<file path="config.mk">
export PLATFORM = sky130hd
export DESIGN_NAME = multi_stride_counter_flat
export DESIGN_NICKNAME = d
export VERILOG_FILES = /design/src/rtl/multi_stride_counter_if.sv /design/src/rtl/multi_stride_counter.sv /design/src/flat_wrapper.sv
export SDC_FILE = /design/constraint.sdc
export NUM_CORES = 1
export LEC_CHECK = 0
export CAP_MARGIN = 5
export CORE_MARGIN = 4
export CORE_UTILIZATION = 44
export DETAILED_ROUTE_END_ITERATION = 7
export GPL_TIMING_DRIVEN = 0
export PLACE_DENSITY = 0.79
export REMOVE_ABC_BUFFERS = 1
export SLEW_MARGIN = 20
export SYNTH_ARGS = -nofsm -noshare
export SYNTH_HDL_FRONTEND = slang
export SYNTH_SLANG_ARGS = --single-unit
</file>
<file path="constraint.sdc">
create_clock -name clk -period 2.8 [get_ports clk]
set_input_delay 0.28 -clock clk [delete_from_list [all_inputs] [get_ports clk]]
set_output_delay 0.28 -clock clk [all_outputs]
set_load 0.02 [all_outputs]
</file>
<file path="src/rtl/multi_stride_counter_if.sv">
// Bundle of the per-channel control inputs and registered status outputs of
// multi_stride_counter. Channel i occupies bits [i*WIDTH +: WIDTH] of every
// packed multi-channel field.
//
// Transfer semantics: there is no valid/ready pair. en/clr/ld act as
// per-channel level-sensitive qualifiers sampled on every posedge of clk,
// with priority clr > ld > en > hold. Outputs are always valid once reset
// is released.
interface multi_stride_counter_if #(
  parameter int WIDTH    = 32,
  parameter int CHANNELS = 2
);
  logic [CHANNELS-1:0]       en;
  logic [CHANNELS-1:0]       clr;
  logic [CHANNELS-1:0]       ld;
  logic [CHANNELS*WIDTH-1:0] ld_val;
  logic [CHANNELS*WIDTH-1:0] stride;
  logic [CHANNELS*WIDTH-1:0] count;
  logic [CHANNELS-1:0]       wrap;
  logic [CHANNELS-1:0]       sat;
  logic [WIDTH-1:0]          ticks;

  modport master (
    output en, clr, ld, ld_val, stride,
    input  count, wrap, sat, ticks
  );

  modport slave (
    input  en, clr, ld, ld_val, stride,
    output count, wrap, sat, ticks
  );
endinterface

</file>
<file path="src/rtl/multi_stride_counter.sv">
// Bank of independent stride counters plus a free-running tick counter.
// Each channel adds its own stride when enabled, either wrapping (with a
// one-cycle wrap pulse) or saturating at all-ones (with a sticky sat flag).
// All outputs come straight from flops.
module multi_stride_counter #(
  parameter int WIDTH    = 32,
  parameter int CHANNELS = 2,
  parameter bit SATURATE = 1'b0
) (
  input logic                  clk,
  input logic                  rst,
  multi_stride_counter_if.slave bus
);

  logic [WIDTH-1:0] count_q [CHANNELS];
  logic             wrap_q  [CHANNELS];
  logic             sat_q   [CHANNELS];
  logic [WIDTH-1:0] ticks_q;

  for (genvar i = 0; i < CHANNELS; i++) begin : g_ch
    logic [WIDTH-1:0] stride_i;
    logic [WIDTH:0]   sum;

    assign stride_i = bus.stride[i*WIDTH +: WIDTH];
    // Extra bit captures the carry out of the add.
    assign sum      = {1'b0, count_q[i]} + {1'b0, stride_i};

    // Channel update with priority clr > ld > en > hold.
    always_ff @(posedge clk or posedge rst) begin
      if (rst) begin
        count_q[i] <= '0;
        wrap_q[i]  <= 1'b0;
        sat_q[i]   <= 1'b0;
      end else if (bus.clr[i]) begin
        count_q[i] <= '0;
        wrap_q[i]  <= 1'b0;
        sat_q[i]   <= 1'b0;
      end else if (bus.ld[i]) begin
        // Loading keeps the sticky saturation history.
        count_q[i] <= bus.ld_val[i*WIDTH +: WIDTH];
        wrap_q[i]  <= 1'b0;
      end else if (bus.en[i]) begin
        if (SATURATE) begin
          // Already at all-ones with non-zero stride also carries, so it
          // lands here and simply holds all-ones.
          if (sum[WIDTH]) begin
            count_q[i] <= '1;
            sat_q[i]   <= 1'b1;
          end else begin
            count_q[i] <= sum[WIDTH-1:0];
          end
          wrap_q[i] <= 1'b0;
        end else begin
          count_q[i] <= sum[WIDTH-1:0];
          wrap_q[i]  <= sum[WIDTH];
        end
      end else begin
        wrap_q[i] <= 1'b0;
      end
    end
  end

  // Free-running cycle counter, independent of channel controls.
  always_ff @(posedge clk or posedge rst) begin
    if (rst) begin
      ticks_q <= '0;
    end else begin
      ticks_q <= ticks_q + 1'b1;
    end
  end

  // Pack per-channel flops onto the interface outputs (wiring only).
  always_comb begin
    bus.count = '0;
    bus.wrap  = '0;
    bus.sat   = '0;
    for (int i = 0; i < CHANNELS; i++) begin
      bus.count[i*WIDTH +: WIDTH] = count_q[i];
      bus.wrap[i]                 = wrap_q[i];
      bus.sat[i]                  = sat_q[i];
    end
    bus.ticks = ticks_q;
  end

endmodule

</file>
<file path="src/flat_wrapper.sv">
// flat-port wrapper written by rule: the top's interface ports become plain ports
module multi_stride_counter_flat 
#(
  parameter int WIDTH    = 32,
  parameter int CHANNELS = 2,
  parameter bit SATURATE = 1'b0
)
  (clk, rst, bus_en, bus_clr, bus_ld, bus_ld_val, bus_stride, bus_count, bus_wrap, bus_sat, bus_ticks);
  multi_stride_counter_if #(.WIDTH(WIDTH), .CHANNELS(CHANNELS)) bus_i ();
  input logic clk;
  input logic rst;
  input wire logic [$bits(bus_i.en)-1:0] bus_en;
  input wire logic [$bits(bus_i.clr)-1:0] bus_clr;
  input wire logic [$bits(bus_i.ld)-1:0] bus_ld;
  input wire logic [$bits(bus_i.ld_val)-1:0] bus_ld_val;
  input wire logic [$bits(bus_i.stride)-1:0] bus_stride;
  output wire logic [$bits(bus_i.count)-1:0] bus_count;
  output wire logic [$bits(bus_i.wrap)-1:0] bus_wrap;
  output wire logic [$bits(bus_i.sat)-1:0] bus_sat;
  output wire logic [$bits(bus_i.ticks)-1:0] bus_ticks;
  assign bus_i.en = bus_en;
  assign bus_i.clr = bus_clr;
  assign bus_i.ld = bus_ld;
  assign bus_i.ld_val = bus_ld_val;
  assign bus_i.stride = bus_stride;
  assign bus_count = bus_i.count;
  assign bus_wrap = bus_i.wrap;
  assign bus_sat = bus_i.sat;
  assign bus_ticks = bus_i.ticks;
  multi_stride_counter #(.WIDTH(WIDTH), .CHANNELS(CHANNELS), .SATURATE(SATURATE)) u_core (.clk(clk), .rst(rst), .bus(bus_i));
endmodule
</file>
Word level (Yosys, flattened, before mapping). Cells that the tools add are included.

Logic and storage cells: 22. Bits in registers: 98. Output and inout port bits: 100. Input bits: 136.

Muxes and demuxes: 12. Add/sub/neg operators: 3. Reductions and logical operators: 2.

Operator list (count): $mux W32 (6); $add A32 B32 Y33 (2); $add A32 B1 Y32 const B (1); $mux W1 (6); $reduce_bool A3 Y1 (2).

Logic depth before layout (Yosys ltp).
Word-level depth: 4. Gate-level depth with buffers: 10. Depth with buffers taken out: 10.

Worst setup path after synthesis. OpenSTA, ideal clock, no wires.

Path type: register -> register. From: reg u_core.count_q, in the netlist u_core.bus.count[32]. To: reg u_core.count_q, in the netlist u_core.bus.count[62]. Clock period less this slack: 3.034 ns. Arrival: 2.903 ns. Path slack: -0.234 ns. Cell stages (with the launch flop): 11. Buffers on the path: 0. Cell sequence: dfrtp_1 -> ha_1 -> fa_1 -> a211oi_2 -> o21bai_4 -> a31oi_4 -> o31a_4 -> o21ai_2 -> a311o_1 -> and4_1 -> or3_1.

Word-level cells in the longest chain between the ends: 4.

Ends and longest elaborated chain: start, declared (line multi_stride_counter.sv:15) `logic [WIDTH-1:0] count_q [CHANNELS];`; start signal, assigned by index (line multi_stride_counter.sv:40) `count_q[i] <= bus.ld_val[i*WIDTH +: WIDTH];`; start signal, assigned by index (line multi_stride_counter.sv:50) `count_q[i] <= sum[WIDTH-1:0];`; start signal, assigned by index (line multi_stride_counter.sv:54) `count_q[i] <= sum[WIDTH-1:0];`; $add A32 B32 Y33 (line multi_stride_counter.sv:26) `assign sum = {1'b0, count_q[i]} + {1'b0, stride_i};`; $mux W32 (line multi_stride_counter.sv:42) `end else if (bus.en[i]) begin`; $mux W32 (line multi_stride_counter.sv:38) `end else if (bus.ld[i]) begin`; $mux W32 (line multi_stride_counter.sv:34) `end else if (bus.clr[i]) begin`.

No other way between the ends. The select of a mux whose other input is x is not followed. A chain may end at the register's enable or synchronous reset.

Final worst setup path.
From: reg u_core.count_q, in the netlist u_core.bus.count[32]. To: reg u_core.wrap_q, in the netlist u_core.bus.wrap[1].

Word-level cells in the longest chain between the ends: 4.

Ends and longest elaborated chain: $add A32 B32 Y33 (line multi_stride_counter.sv:26); $mux W1 (line multi_stride_counter.sv:42); $mux W1 (line multi_stride_counter.sv:38); $mux W1 (line multi_stride_counter.sv:34); end signal, assigned by index (line multi_stride_counter.sv:55) `wrap_q[i] <= sum[WIDTH];`; end, declared (line multi_stride_counter.sv:16) `logic wrap_q [CHANNELS];`.

No other way between the ends.

==> flow_summary_export.csv <==
group,metric,value,unit
floorplanning,initial_core_util,0.4463,
floorplanning,rows,49,
hold_path,hp-class,"primary input to asynchronous set/reset pin",
finish,final_cell_mix,"clkdlybuf4s50_1 (226), a21oi_1 (99), dfrtp_1 (97)",
detailed_routing,vias,8213,
finish,final_layout_size_suffix_gt1_frac,0.08663,
sta,finalSetupViolations,0,
clocking,numCtsBuffers,9,
sta,grt_setup_unrepaired,"yes",
pwr,vdd_drop_max,0.2921,mV
detailed_routing,routedWlPerCell,17.65,microns
yosys,seq_area_frac_synth,0.3059,
clocking,clockRootBuffer,"clkbuf_16",
sta,finalCritPeriodShare,0.9855,
outcome,status,"finished, final reports clean",
worst_setup_path,crit_path_max_fanout,4,
yosys,ys_ff_latch,98,
sta,worstMarginPinSlew,0.7890,ns
clocking,cts_hold_buffers,0,
sta,finalWorstSetupSlack,0.04072,ns
yosys,ys_types,68,
yosys,ys_warn_count,0,
clocking,htree_num_levels,3,
placement,io_buffers,233,
yosys,synth_edf_count,0,
global_routing,grt_antenna_before_repair,1,
finish,fillers,1541,
yosys,ys.flop_type,"dfrtp_1",
yosys,synthArstFlopShare,1.000,
placement,dp_slack,-0.7011,ns
worst_setup_path,setup.worst_path.start,"u_core.bus.count[32]$_DFFE_PP0P_",
global_routing,overflow,0,
finish,final_common_cell,"clkdlybuf4s50_1",
placement,gp_congestion,0.9134,
clocking,clockBufferDepth,2,
global_routing,grt_util_met3,0.05157,
floorplanning,dieArea,20450,sq um
global_routing,grt_first_pass_wirelength,40.09,mm
worst_setup_path,r2r-start,"u_core.bus.count[32]$_DFFE_PP0P_",
sta,period_needed,2.759,ns
finish,post-route-util,0.6280,
pwr,power_density,427.9,nW/um^2
detailed_routing,wirelength,25.04,mm
sta,final.setup_skew,0.01196,ns
global_routing,grt_max_degree,76,
global_routing,grt_pass1_vias,8064,
floorplanning,die_x,143.0,microns
detailed_routing,drtIter0Drc,515,
worst_setup_path,crit_required,3.06,ns
yosys,synthCells,965,
global_routing,busiest_layer,"met2",
detailed_routing,drt-pass1-iter-count,5,
pwr,totalPowerFinal,4.827,mW
finish,fin_nets,1387,
yosys,netlist_area,8018,sq um
pwr,power_leakage,4.863,nW
clocking,insertion_delay,0.36,ns
floorplanning,die_h,143.0,microns
clocking,clkTransAtPathRegs,0.08,ns
sta,holdWs,0.2355,ns
floorplanning,pin_count,236,
finish,multi_input_area,5497,sq um
finish,area_growth,40.70,%
floorplanning,core,17960,sq um
worst_setup_path,end_kind,"flop",
job,maxCapViolCount,0,
yosys,synth.avg_cell_area,8.308,sq um
placement,dp_hpwl,18.36,mm
detailed_routing,final_antenna_net_count,0,
sta,relSlewSlack,0.4740,
worst_setup_path,worstSetupPathType,"flop to flop",
worst_setup_path,critPathLaunchType,"flop",
global_routing,gr-usage-met1,0.3064,
global_routing,grt.total_usage,0.2397,
finish,regArea,2454,sq um
sta,maxSlewViolCount,0,
detailed_routing,viasPerCell,5.788,
global_routing,use_met2,0.4063,
clocking,cts_tree,"yes",
clocking,cts_sinks,98,
worst_setup_path,cp.arrival,3.02,ns
sta,fmax,362.4,MHz
sta,hold_violations,0,
detailed_routing,drc,0,
worst_setup_path,reg2regPathDepth,10,
[Yosys cell counts, drive strengths merged (25+ instances only)]
| cell type | number | area (sq um) |
|---|---|---|
| xnor2 | 50 | 437.9 |
| o21ai | 58 | 294.0 |
| a21oi | 106 | 530.5 |
| a211oi | 28 | 215.2 |
| and3 | 25 | 156.4 |
| nor2 | 86 | 322.8 |
| clkbuf | 40 | 150.1 |
| nand3 | 29 | 145.1 |
| dfrtp | 98 | 2452 |
| nand2 | 68 | 255.2 |
| inv | 40 | 150.1 |
| ha | 65 | 813.3 |
[path summary, 6_finish.rpt]
kind	to	slack (ns)
max	u_core.bus.wrap[1]$_DFF_PP0_	0.04
min	u_core.bus.ticks[31]$_DFF_PP0_	0.24
max reg2reg	u_core.bus.wrap[1]$_DFF_PP0_	0.04
min reg2reg	u_core.bus.ticks[31]$_DFF_PP0_	0.48
max in group asynchronous	u_core.bus.count[37]$_DFFE_PP0P_	1.90
min in group clk	u_core.bus.count[48]$_DFFE_PP0P_	0.39
[worst max-delay path, cell delays in order (launching register included)]
cell and delay (ns):
dfrtp_1 0.41, ha_4 0.17, fa_2 0.37, a211oi_4 0.31, o21bai_4 0.09, a31oi_4 0.20, o31a_4 0.17, o21ai_4 0.06
a311o_1 0.33, or3b_1 0.36, a22o_1 0.18
[where the power goes]
part	switching, mW	leakage (nW)	internal [mW]
registers	0.0851	1.29	1.50
clock network	0.660	0.150	0.639
logic	1.02	3.42	0.921
total	1.77	4.86	3.06
[cells by family (layout without fill, tap and decap cells)]
family | after synthesis | count (layout) | share of synthesized area
AO/OA/AOI/OAI | 324 | 324 | 0.2672
buffers and inverters | 94 | 317 | 0.04510
flip-flops | 98 | 98 | 0.3059
adder cells (fa/ha/maj) | 67 | 67 | 0.1064
XOR/XNOR | 67 | 67 | 0.07319
AND/OR/NAND/NOR | 298 | 298 | 0.1816
multiplexers | 16 | 16 | 0.02013
other | 1 | 3 | 0.0004677
[registers in the layout (all words and copies together), names as in the netlist]
name              cells
u_core.bus.ticks     32
u_core.bus.count     64
u_core.bus.wrap       2
[area by class of cell]
type	instances	area share
Tap cell	229	0.02540
Clock inverter	7	0.007209
Multi-Input combinational cell	774	0.4872
Clock buffer	9	0.01996
Sequential cell	98	0.2175
Inverter	42	0.01442
Antenna cell	1	0.0002218
Timing Repair Buffer	259	0.2280
[through the flow]
step                      area, sq um  TNS (ns)  instances
final                           11280         0       1419
after detailed placement        10510    -14.44       1380
after floorplan                  7818    -4.690        914
after CTS                       11020  -0.03194       1408
after global placement          10440   -221.51       1376
after global routing            11280   -0.3533       1419
[metal layers]
| metal | up-vias | share of wire |
|---|---|---|
| met4 | 0 | 0.020 |
| met5 | - | 0 |
| li1 | 3989 | - |
| met1 | 3894 | 0.42 |
| met3 | 35 | 0.075 |
| met2 | 295 | 0.48 |
[repair_timing]
action                                  CTS  global route
endpoints found under the setup margin   30            23
resized for setup                        23            40
hold endpoints to repair                  0             0
buffers inserted                         12            10
pin swaps                                18            22
(Power assumes the default switching activity.)
